File: src/rtl/rr_arb16_pkg.sv
// rr_arb16 shared constants and state encoding.
// Imported by the arbiter top and its priority encoder.
package rr_arb16_pkg;

  localparam int N_REQ = 16;
  localparam int IDX_W = 4;

  typedef enum logic [1:0] {
    ST_IDLE = 2'd0,
    ST_BUSY = 2'd1,
    ST_GAP  = 2'd2
  } state_t;

endpackage

File: src/rtl/rr_arb16_pri_en16.sv
// 16-input priority encoder: highest set bit wins.
// hit is low and which is zero when no input is set.
module pri_en16
  import rr_arb16_pkg::*;
(
  input  logic [N_REQ-1:0] inp,
  output logic [IDX_W-1:0] which,
  output logic             hit
);

  always_comb begin
    which = '0;
    for (int i = 0; i < N_REQ; i++) begin
      if (inp[i]) which = IDX_W'(i);
    end
  end

  assign hit = |inp;

endmodule

File: src/rtl/rr_arb16.sv
// Round-robin arbiter for 16 requesters with hold-until-done,
// timeout revocation and a programmable turnaround gap.
module rr_arb16
  import rr_arb16_pkg::*;
#(
  parameter int GAP    = 1,
  parameter int TMO_W  = 12,
  parameter int TMO_EN = 1
) (
  input  logic             clk,
  input  logic             rst_n,
  input  logic [N_REQ-1:0] req,
  input  logic             done,
  output logic [N_REQ-1:0] gnt,
  output logic [IDX_W-1:0] gnt_idx,
  output logic             gnt_valid,
  output logic             timeout
);

  localparam logic [3:0] GAP_LAST =
    (GAP > 0) ? 4'(GAP - 1) : 4'd0;

  state_t           r_state, w_state_nxt;
  logic [TMO_W-1:0] r_cnt, w_cnt_nxt;
  logic [3:0]       r_gcnt, w_gcnt_nxt;
  logic [IDX_W-1:0] r_last, w_last_nxt;
  logic [N_REQ-1:0] r_gnt, w_gnt_nxt;
  logic [IDX_W-1:0] r_idx, w_idx_nxt;
  logic             r_valid, w_valid_nxt;
  logic             r_to, w_to_nxt;

  logic [N_REQ-1:0] w_mask;
  logic [N_REQ-1:0] w_lo;
  logic [IDX_W-1:0] w_lo_idx;
  logic [IDX_W-1:0] w_req_idx;
  logic [IDX_W-1:0] w_win;
  logic             w_lo_hit;
  logic             w_req_hit;
  logic             w_own_req;
  logic             w_expire;
  logic             w_rel;

  // Requesters strictly below the last owner get first pick.
  assign w_mask = (N_REQ'(1) << r_last) - N_REQ'(1);
  assign w_lo   = req & w_mask;

  pri_en16 u_pe_lo (
    .inp   (w_lo),
    .which (w_lo_idx),
    .hit   (w_lo_hit)
  );

  pri_en16 u_pe_req (
    .inp   (req),
    .which (w_req_idx),
    .hit   (w_req_hit)
  );

  assign w_win     = w_lo_hit ? w_lo_idx : w_req_idx;
  assign w_own_req = req[r_idx];
  assign w_expire  = (TMO_EN != 0) && (r_cnt == '1);
  assign w_rel     = done | ~w_own_req | w_expire;

  always_comb begin
    w_state_nxt = r_state;
    w_cnt_nxt   = r_cnt;
    w_gcnt_nxt  = r_gcnt;
    w_last_nxt  = r_last;
    w_gnt_nxt   = r_gnt;
    w_idx_nxt   = r_idx;
    w_valid_nxt = r_valid;
    w_to_nxt    = 1'b0;
    unique case (r_state)
      ST_IDLE: begin
        if (w_req_hit) begin
          w_idx_nxt   = w_win;
          w_last_nxt  = w_win;
          w_gnt_nxt   = N_REQ'(1) << w_win;
          w_valid_nxt = 1'b1;
          w_cnt_nxt   = '0;
          w_state_nxt = ST_BUSY;
        end
      end
      ST_BUSY: begin
        if (w_rel) begin
          w_gnt_nxt   = '0;
          w_valid_nxt = 1'b0;
          w_to_nxt    = w_expire & ~done & w_own_req;
          w_gcnt_nxt  = '0;
          w_state_nxt = (GAP > 0) ? ST_GAP : ST_IDLE;
        end else begin
          w_cnt_nxt = r_cnt + 1'b1;
        end
      end
      ST_GAP: begin
        if (r_gcnt == GAP_LAST) begin
          w_state_nxt = ST_IDLE;
        end else begin
          w_gcnt_nxt = r_gcnt + 4'd1;
        end
      end
      default: w_state_nxt = ST_IDLE;
    endcase
  end

  always_ff @(posedge clk or negedge rst_n) begin
    if (!rst_n) begin
      r_state <= ST_IDLE;
      r_cnt   <= '0;
      r_gcnt  <= '0;
      r_last  <= '0;
      r_gnt   <= '0;
      r_idx   <= '0;
      r_valid <= 1'b0;
      r_to    <= 1'b0;
    end else begin
      r_state <= w_state_nxt;
      r_cnt   <= w_cnt_nxt;
      r_gcnt  <= w_gcnt_nxt;
      r_last  <= w_last_nxt;
      r_gnt   <= w_gnt_nxt;
      r_idx   <= w_idx_nxt;
      r_valid <= w_valid_nxt;
      r_to    <= w_to_nxt;
    end
  end

  assign gnt       = r_gnt;
  assign gnt_idx   = r_idx;
  assign gnt_valid = r_valid;
  assign timeout   = r_to;

endmodule

File: config.mk
export PLATFORM = sky130hd
export DESIGN_NAME = rr_arb16
export DESIGN_NICKNAME = d
export VERILOG_FILES = /design/src/rtl/rr_arb16_pkg.sv /design/src/rtl/rr_arb16_pri_en16.sv /design/src/rtl/rr_arb16.sv
export SDC_FILE = /design/constraint.sdc
export NUM_CORES = 1
export LEC_CHECK = 0
export CORE_UTILIZATION = 59
export CTS_CLUSTER_DIAMETER = 50
export DETAILED_ROUTE_END_ITERATION = 16
export HOLD_SLACK_MARGIN = 0.06
export PLACE_DENSITY = 0.85
export SLEW_MARGIN = 15
export SYNTH_ARGS = -nofsm -noshare
export SYNTH_HDL_FRONTEND = slang
export SYNTH_SLANG_ARGS = --single-unit
export TNS_END_PERCENT = 50
File: constraint.sdc
create_clock -name clk -period 5.8 [get_ports clk]
set_input_delay 1.16 -clock clk [delete_from_list [all_inputs] [get_ports clk]]
set_output_delay 1.16 -clock clk [all_outputs]
set_load 0.005 [all_outputs]
==> results of run 1 <==
-- metrics by stage --
step	utilization [%]	cells	instance area, um2
floorplan	-	298	2870
global placement	67.7	377	3180
detailed placement	67.7	377	3180
CTS	70.3	385	3300
global route	70.3	385	3300
finish	70.3	385	3300
-- flip-flops by register name, summed over array words and instances, names as in the netlist --
signal     count
gnt           16
r_cnt         12
gnt_idx        4
r_gcnt         4
r_state        2
gnt_valid      1
timeout        1
-- worst max path at each step --
stage / startpoint / end / slack, ps / cells after the start
floorplan: gnt_idx[3] / gnt[2] / 2640 / 13
global placement: req[10] / r_cnt[11] / 1980 / 8
CTS: gnt_idx[1] / gnt[3] / 1960 / 10
detailed placement: req[10] / r_cnt[9] / 1940 / 8
finish: gnt_idx[1] / gnt[3] / 1920 / 10
global route: gnt_idx[1] / gnt[3] / 1770 / 10
-- cell usage in the layout, fill, tap and decap left out, types with 3 or more instances in the layout --
cell | Yosys | routed
a32o_1 | 4 | 4
nand2b_1 | 9 | 9
inv_1 | 12 | 12
mux4_2 | 4 | 4
clkbuf_8 | 6 | 6
xor2_1 | 4 | 4
xnor2_1 | 5 | 5
a21oi_1 | 13 | 13
o31ai_1 | 15 | 15
nand3_1 | 12 | 12
nand2_1 | 30 | 30
ha_1 | 4 | 4
nor2_1 | 24 | 24
mux2i_1 | 3 | 3
o21ai_0 | 9 | 9
and2_1 | 6 | 6
nor3_1 | 6 | 6
a31oi_1 | 4 | 4
nand4_1 | 6 | 6
o21a_1 | 3 | 3
dfrtp_1 | 40 | 40
or2b_2 | 3 | 3
nor4_1 | 5 | 5
clkdlybuf4s50_1 | 0 | 39
-- power groups by stage --
stage / Clock [mW] / Combinational, mW / Sequential, mW
5_1_grt: 0.253 / 0.899 / 0.461
6_report: 0.242 / 0.836 / 0.449
4_1_cts: 0.243 / 0.826 / 0.447
2_1_floorplan: 0 / 0.729 / 0.390
3_3_place_gp: 0 / 0.800 / 0.445
3_5_place_dp: 0 / 0.822 / 0.452
-- kinds of logic after synthesis --
kind of cell,after synthesis
AOI/OAI and AO/OA,82
and+or+nand+nor,124
DFF,40
buffers and inverters,29
adders and majority gates,4
xor gates and xnor gates,9
muxes,10
-- final cells by class --
cell class,count,share of cell area [%]
inverters,12,1.37
flip-flops and latches,40,30.3
clock buffers,6,2.50
repair buffers,42,12.4
multi-input cells,229,50.1
well taps,54,2.05
clock inverters,2,1.18
-- worst max-delay path: stages (launching register included) --
cell,delay (ps)
dfrtp_1,690
nor3_2,430
nand2_1,100
ha_1,460
or4b_4,620
o22ai_2,210
a311oi_1,100
and4b_4,290
and2_4,170
o31a_1,390
a32o_1,310
-- per-layer routing --
layer  vias up  track usage, %  wire length, um  share of wire [%]
met5         -               0                0                  0
li1       1172               -                -                  -
met1      1206            36.3             2840                 42
met2       125            43.8             3210                 48
met3        27            3.52              382                5.7
met4         0            15.9              303                4.5
==> flow_metrics.env, run 1 <==
export IMPL_status="finished clean"
export IMPL_finalSetupViolations=0
export IMPL_place_congestion=0.938
export IMPL_synthArstFlopShare_pct=100
export IMPL_ys_top_cells_by_count="40 x dfrtp_1, 30 x nand2_1, 24 x nor2_1"
export IMPL_syn_to_final_growth_pct=14.9
export IMPL_clock_sinks=40
export IMPL_clkPwrFrac_pct=15.9
export IMPL_synth_top_family_by_area="simple AND/OR/NAND/NOR gates"
export IMPL_r2r_slack_ps=1920
export IMPL_htree_levels=2
export IMPL_drt_pass1_iterations=5
export IMPL_cap_violations=0
export IMPL_synthAdderAreaFrac_pct=1.74
export IMPL_synthSimpleGateAreaFrac_pct=24.6
export IMPL_fin_crit_ps=3880
export IMPL_fp_dieH_um=71.8
export IMPL_crit_type="register to register"
export IMPL_slew_violations=0
export IMPL_cp_arrival_ps=4070
export IMPL_rsz0062_at_grt="false"
export IMPL_min_delay_start="gnt[13]"
export IMPL_cts_max_path_buffers=2
export IMPL_grt_util_all_layers_pct=27.5
export IMPL_n_fill_cell=364
export IMPL_period_share_pct=66.9
export IMPL_fp_row_count=25
export IMPL_cts_buffers=5
export IMPL_ys_types=75
export IMPL_cts_hold_buffers_added=0
export IMPL_drc=0
export IMPL_grt_first_pass_wirelength_mm=11.1
export IMPL_drive_above_1_share_pct=13.9
export IMPL_die_area_um2=5150
export IMPL_clock_latency_ps=300
export IMPL_fin_ws_ps=1920
export IMPL_cts_repair_resized=0
export IMPL_yosysMostFrequentCell="dfrtp_1"
export IMPL_peakVddDrop_mv=0.223
export IMPL_netlist_area_um2=2870
export IMPL_io_buffers=40
export IMPL_slew_headroom_pct=42.3
export IMPL_multiInputGateArea_um2=1650
export IMPL_finalHoldViolations=0
export IMPL_fp_dieW_um=71.8
export IMPL_initial_core_util_pct=61.2
export IMPL_min_path_type="register to register"
export IMPL_cts_root_buf="clkbuf_8"
export IMPL_overflow=0
export IMPL_power_switching_mw=0.685
export IMPL_pre_cts_ws_ps=1940
export IMPL_n_antenna_cell=0
export IMPL_crit_required_ps=5990
export IMPL_netlist_top_cells_area="dfrtp_1 35%, nand2_1 3.9%, o31ai_1 3.9%, mux4_2 3.1%, nor2_1 3.1%"
export IMPL_fin_nets=353
export IMPL_vias=2530
export IMPL_p_total_mw=1.53
export IMPL_wl_per_cell_um=17.5
export IMPL_ys_flop_type="dfrtp_1"
export IMPL_ys_warn_count=0
export IMPL_fin_skew_ps=13.5
export IMPL_internal_power_mw=0.842
export IMPL_max_freq_ghz=0.258
export IMPL_ant_nets=0
export IMPL_grt_pass1_vias=2352
export IMPL_postCtsSetupRepairBufs=0
export IMPL_rr_worst_depth=10
export IMPL_powerDensity_nw_per_um2=463
export IMPL_clk_pin_slew_ps=90
export IMPL_pwr_share_comb_pct=54.7
export IMPL_synthMuxAreaShare_pct=5.88
export IMPL_timing_rr_end="gnt[3]"
export IMPL_hold_path_depth=2
export IMPL_synth_compound_area_share_pct=22.3
export IMPL_synth_top_cell_by_area="dfrtp_1"
export IMPL_setup_tns_ps=0
export IMPL_first_iter_violations=173
export IMPL_io_pins=41
export IMPL_p_leak_nw=1.35
export IMPL_syn_avg_cell_area_um2=9.63
export IMPL_synth_nets=321
export IMPL_synth_edf_count=0
export IMPL_end_kind="register"
export IMPL_grt_max_degree=41
export IMPL_wirelength_mm=6.74
export IMPL_critPathLaunchType="register"
export IMPL_hpwlAfterDp_mm=4.83
export IMPL_synthCells=298
export IMPL_p_seq_share_pct=29.4
export IMPL_hold_ws_ps=480
export IMPL_tightestPinTransition_ps=866
export IMPL_core_area_um2=4690
export IMPL_rr_startpoint="gnt_idx[1]"
export IMPL_hold_end="gnt[13]"
export IMPL_cts_tree="yes"
export IMPL_yosysSeqAreaShare_pct=34.9
export IMPL_final_seq_area_um2=1000
export IMPL_antenna_found_initial=0
export IMPL_synth_top_area_share_pct=34.9
export IMPL_synth_seq_cells=40
export IMPL_avgViaCountPerCell=6.57
export IMPL_critPathMaxFanout=24
export IMPL_switching_share_pct=44.9
export IMPL_synthXorXnorAreaFrac_pct=2.75
No activity file was read; power rests on OpenSTA's default activity.
==> inputs of run 2 (changes only) <==
--- a/config.mk
+++ b/config.mk
@@ -5,11 +5,11 @@
 export SDC_FILE = /design/constraint.sdc
 export NUM_CORES = 1
 export LEC_CHECK = 0
-export CORE_UTILIZATION = 59
+export CORE_UTILIZATION = 55
 export CTS_CLUSTER_DIAMETER = 50
 export DETAILED_ROUTE_END_ITERATION = 16
 export HOLD_SLACK_MARGIN = 0.06
-export PLACE_DENSITY = 0.85
+export PLACE_DENSITY = 0.8
 export SLEW_MARGIN = 15
 export SYNTH_ARGS = -nofsm -noshare
 export SYNTH_HDL_FRONTEND = slang
==> constraint.sdc (replaced) <==
create_clock -name clk -period 4 [get_ports clk]
set_input_delay 0.8 -clock clk [delete_from_list [all_inputs] [get_ports clk]]
set_output_delay 0.8 -clock clk [all_outputs]
set_load 0.005 [all_outputs]
==> flow_metrics.env, run 2 (synthesis results as in run 1) <==
export IMPL_io_buffers=40
export IMPL_die_area_um2=5510
export IMPL_grt_pass1_vias=2212
export IMPL_fin_crit_ps=3400
export IMPL_cts_max_path_buffers=2
export IMPL_ant_nets=0
export IMPL_initial_core_util_pct=58.8
export IMPL_core_area_um2=4880
export IMPL_fp_dieW_um=74.2
export IMPL_fin_skew_ps=5.71
export IMPL_status="finished clean"
export IMPL_syn_to_final_growth_pct=16.2
export IMPL_overflow=0
export IMPL_vias=2470
export IMPL_postLayoutCellArea_um2=3330
export IMPL_powerDensity_nw_per_um2=664
export IMPL_tightestPinTransition_ps=866
export IMPL_p_leak_nw=1.36
export IMPL_hold_ws_ps=476
export IMPL_cts_repair_resized=0
export IMPL_wl_per_cell_um=16.2
export IMPL_rsz0062_at_grt="false"
export IMPL_grt_util_all_layers_pct=25.3
export IMPL_largest_reg_flops=16
export IMPL_cts_buffers=5
export IMPL_grt_first_pass_wirelength_mm=10.7
export IMPL_io_pins=41
export IMPL_postCtsSetupRepairBufs=0
export IMPL_setup_tns_ps=0
export IMPL_cts_tree="yes"
export IMPL_drive_above_1_share_pct=14.9
export IMPL_fin_nets=357
export IMPL_layout_commonest_cell="dfrtp_1"
export IMPL_finalSetupViolations=0
export IMPL_period_share_pct=85.1
export IMPL_end_kind="register"
export IMPL_crit_required_ps=4180
export IMPL_drt_pass1_iterations=4
export IMPL_n_antenna_cell=0
export IMPL_clkPwrFrac_pct=14.7
export IMPL_cts_root_buf="clkbuf_8"
export IMPL_finalHoldViolations=0
export IMPL_slew_headroom_pct=42.2
export IMPL_grt_max_degree=41
export IMPL_max_freq_ghz=0.294
export IMPL_min_path_type="register to register"
export IMPL_pwr_share_comb_pct=60.0
export IMPL_place_congestion=0.916
export IMPL_min_delay_start="gnt[5]"
export IMPL_power_switching_mw=0.987
export IMPL_hpwlAfterDp_mm=4.74
export IMPL_drc=0
export IMPL_final_cells=402
export IMPL_clk_pin_slew_ps=70
export IMPL_clock_latency_ps=290
export IMPL_startpoint="gnt_idx[3]"
export IMPL_fp_dieH_um=74.2
export IMPL_fin_util_pct=68.3
export IMPL_internal_power_mw=1.22
export IMPL_htree_levels=2
export IMPL_cp_arrival_ps=3580
export IMPL_cap_violations=0
export IMPL_slew_violations=0
export IMPL_first_iter_violations=151
export IMPL_clock_sinks=40
export IMPL_switching_share_pct=44.6
export IMPL_placed_area_um2=3220
export IMPL_critPathLaunchType="register"
export IMPL_crit_type="register to register"
export IMPL_wirelength_mm=6.51
export IMPL_critPathMaxFanout=11
export IMPL_dp_cells=394
export IMPL_rr_startpoint="gnt_idx[3]"
export IMPL_final_cell_mix="40 x dfrtp_1, 39 x clkdlybuf4s50_1, 30 x nand2_1"
export IMPL_peakVddDrop_mv=0.417
export IMPL_cts_hold_buffers_added=0
export IMPL_fp_row_count=25
export IMPL_avgViaCountPerCell=6.14
export IMPL_p_seq_share_pct=25.3
export IMPL_antenna_found_initial=0
[run 2: cell types whose count changed in the layout (fill, tap and decap cells not counted)]
| cell | change |
|---|---|
| buf_4 | +4 |
| clkbuf_8 | -1 |
| clkinv_2 | +1 |
| clkinv_4 | -1 |
| clkinvlp_4 | +1 |
[run 2: power groups by stage]
stage               logic (mW)  clock network (mW)  registers [mW]
floorplan                 1.06                   0           0.566
global placement          1.29                   0           0.564
detailed placement        1.32                   0           0.567
CTS                       1.32               0.333           0.561
global route              1.45               0.350           0.574
finish                    1.33               0.325           0.560
[run 2: metal layers]
layer | wire (um) | track usage (%)
met5 | 0 | 0
met4 | 204 | 12.2
met3 | 238 | 2.71
met2 | 2990 | 38.4
met1 | 3080 | 36.2
[run 2: final timing paths]
| path | endpoint | slack, ps | cells after the start |
|---|---|---|---|
| max in group asynchronous | gnt[2] | 2840 | 1 |
| min | gnt[5] | 480 | 2 |
| max reg2reg | gnt[2] | 600 | 11 |
| min in group asynchronous | r_cnt[11] | 620 | 1 |
| max | gnt[2] | 600 | 11 |
| min reg2reg | gnt[5] | 480 | 2 |
[run 2: layout make-up]
class | instances | area (um2)
multi-input combinational | 229 | 1650
fill | 403 | 1550
sequential | 40 | 1000
timing repair buffer | 46 | 440
tap | 67 | 83.8
clock buffer | 5 | 68.8
inverter | 12 | 45.0
clock inverter | 3 | 42.5
[run 2: stage by stage]
step           setup slack, ps  total power [mW]
5_1_grt                    358              2.37
2_1_floorplan              838              1.62
6_report                   596              2.21
3_5_place_dp               569              1.89
4_1_cts                    621              2.21
3_3_place_gp               630              1.85
[run 2: critical path: stages (launching register included)]
cell and delay (ps):
dfrtp_1 390, nor3_2 380, nand2_1 100, ha_1 310, buf_4 210, or2b_2 290, mux2i_1 380, nor2_1 140
and4_2 240, and2_4 150, o31a_1 400, a32o_1 300
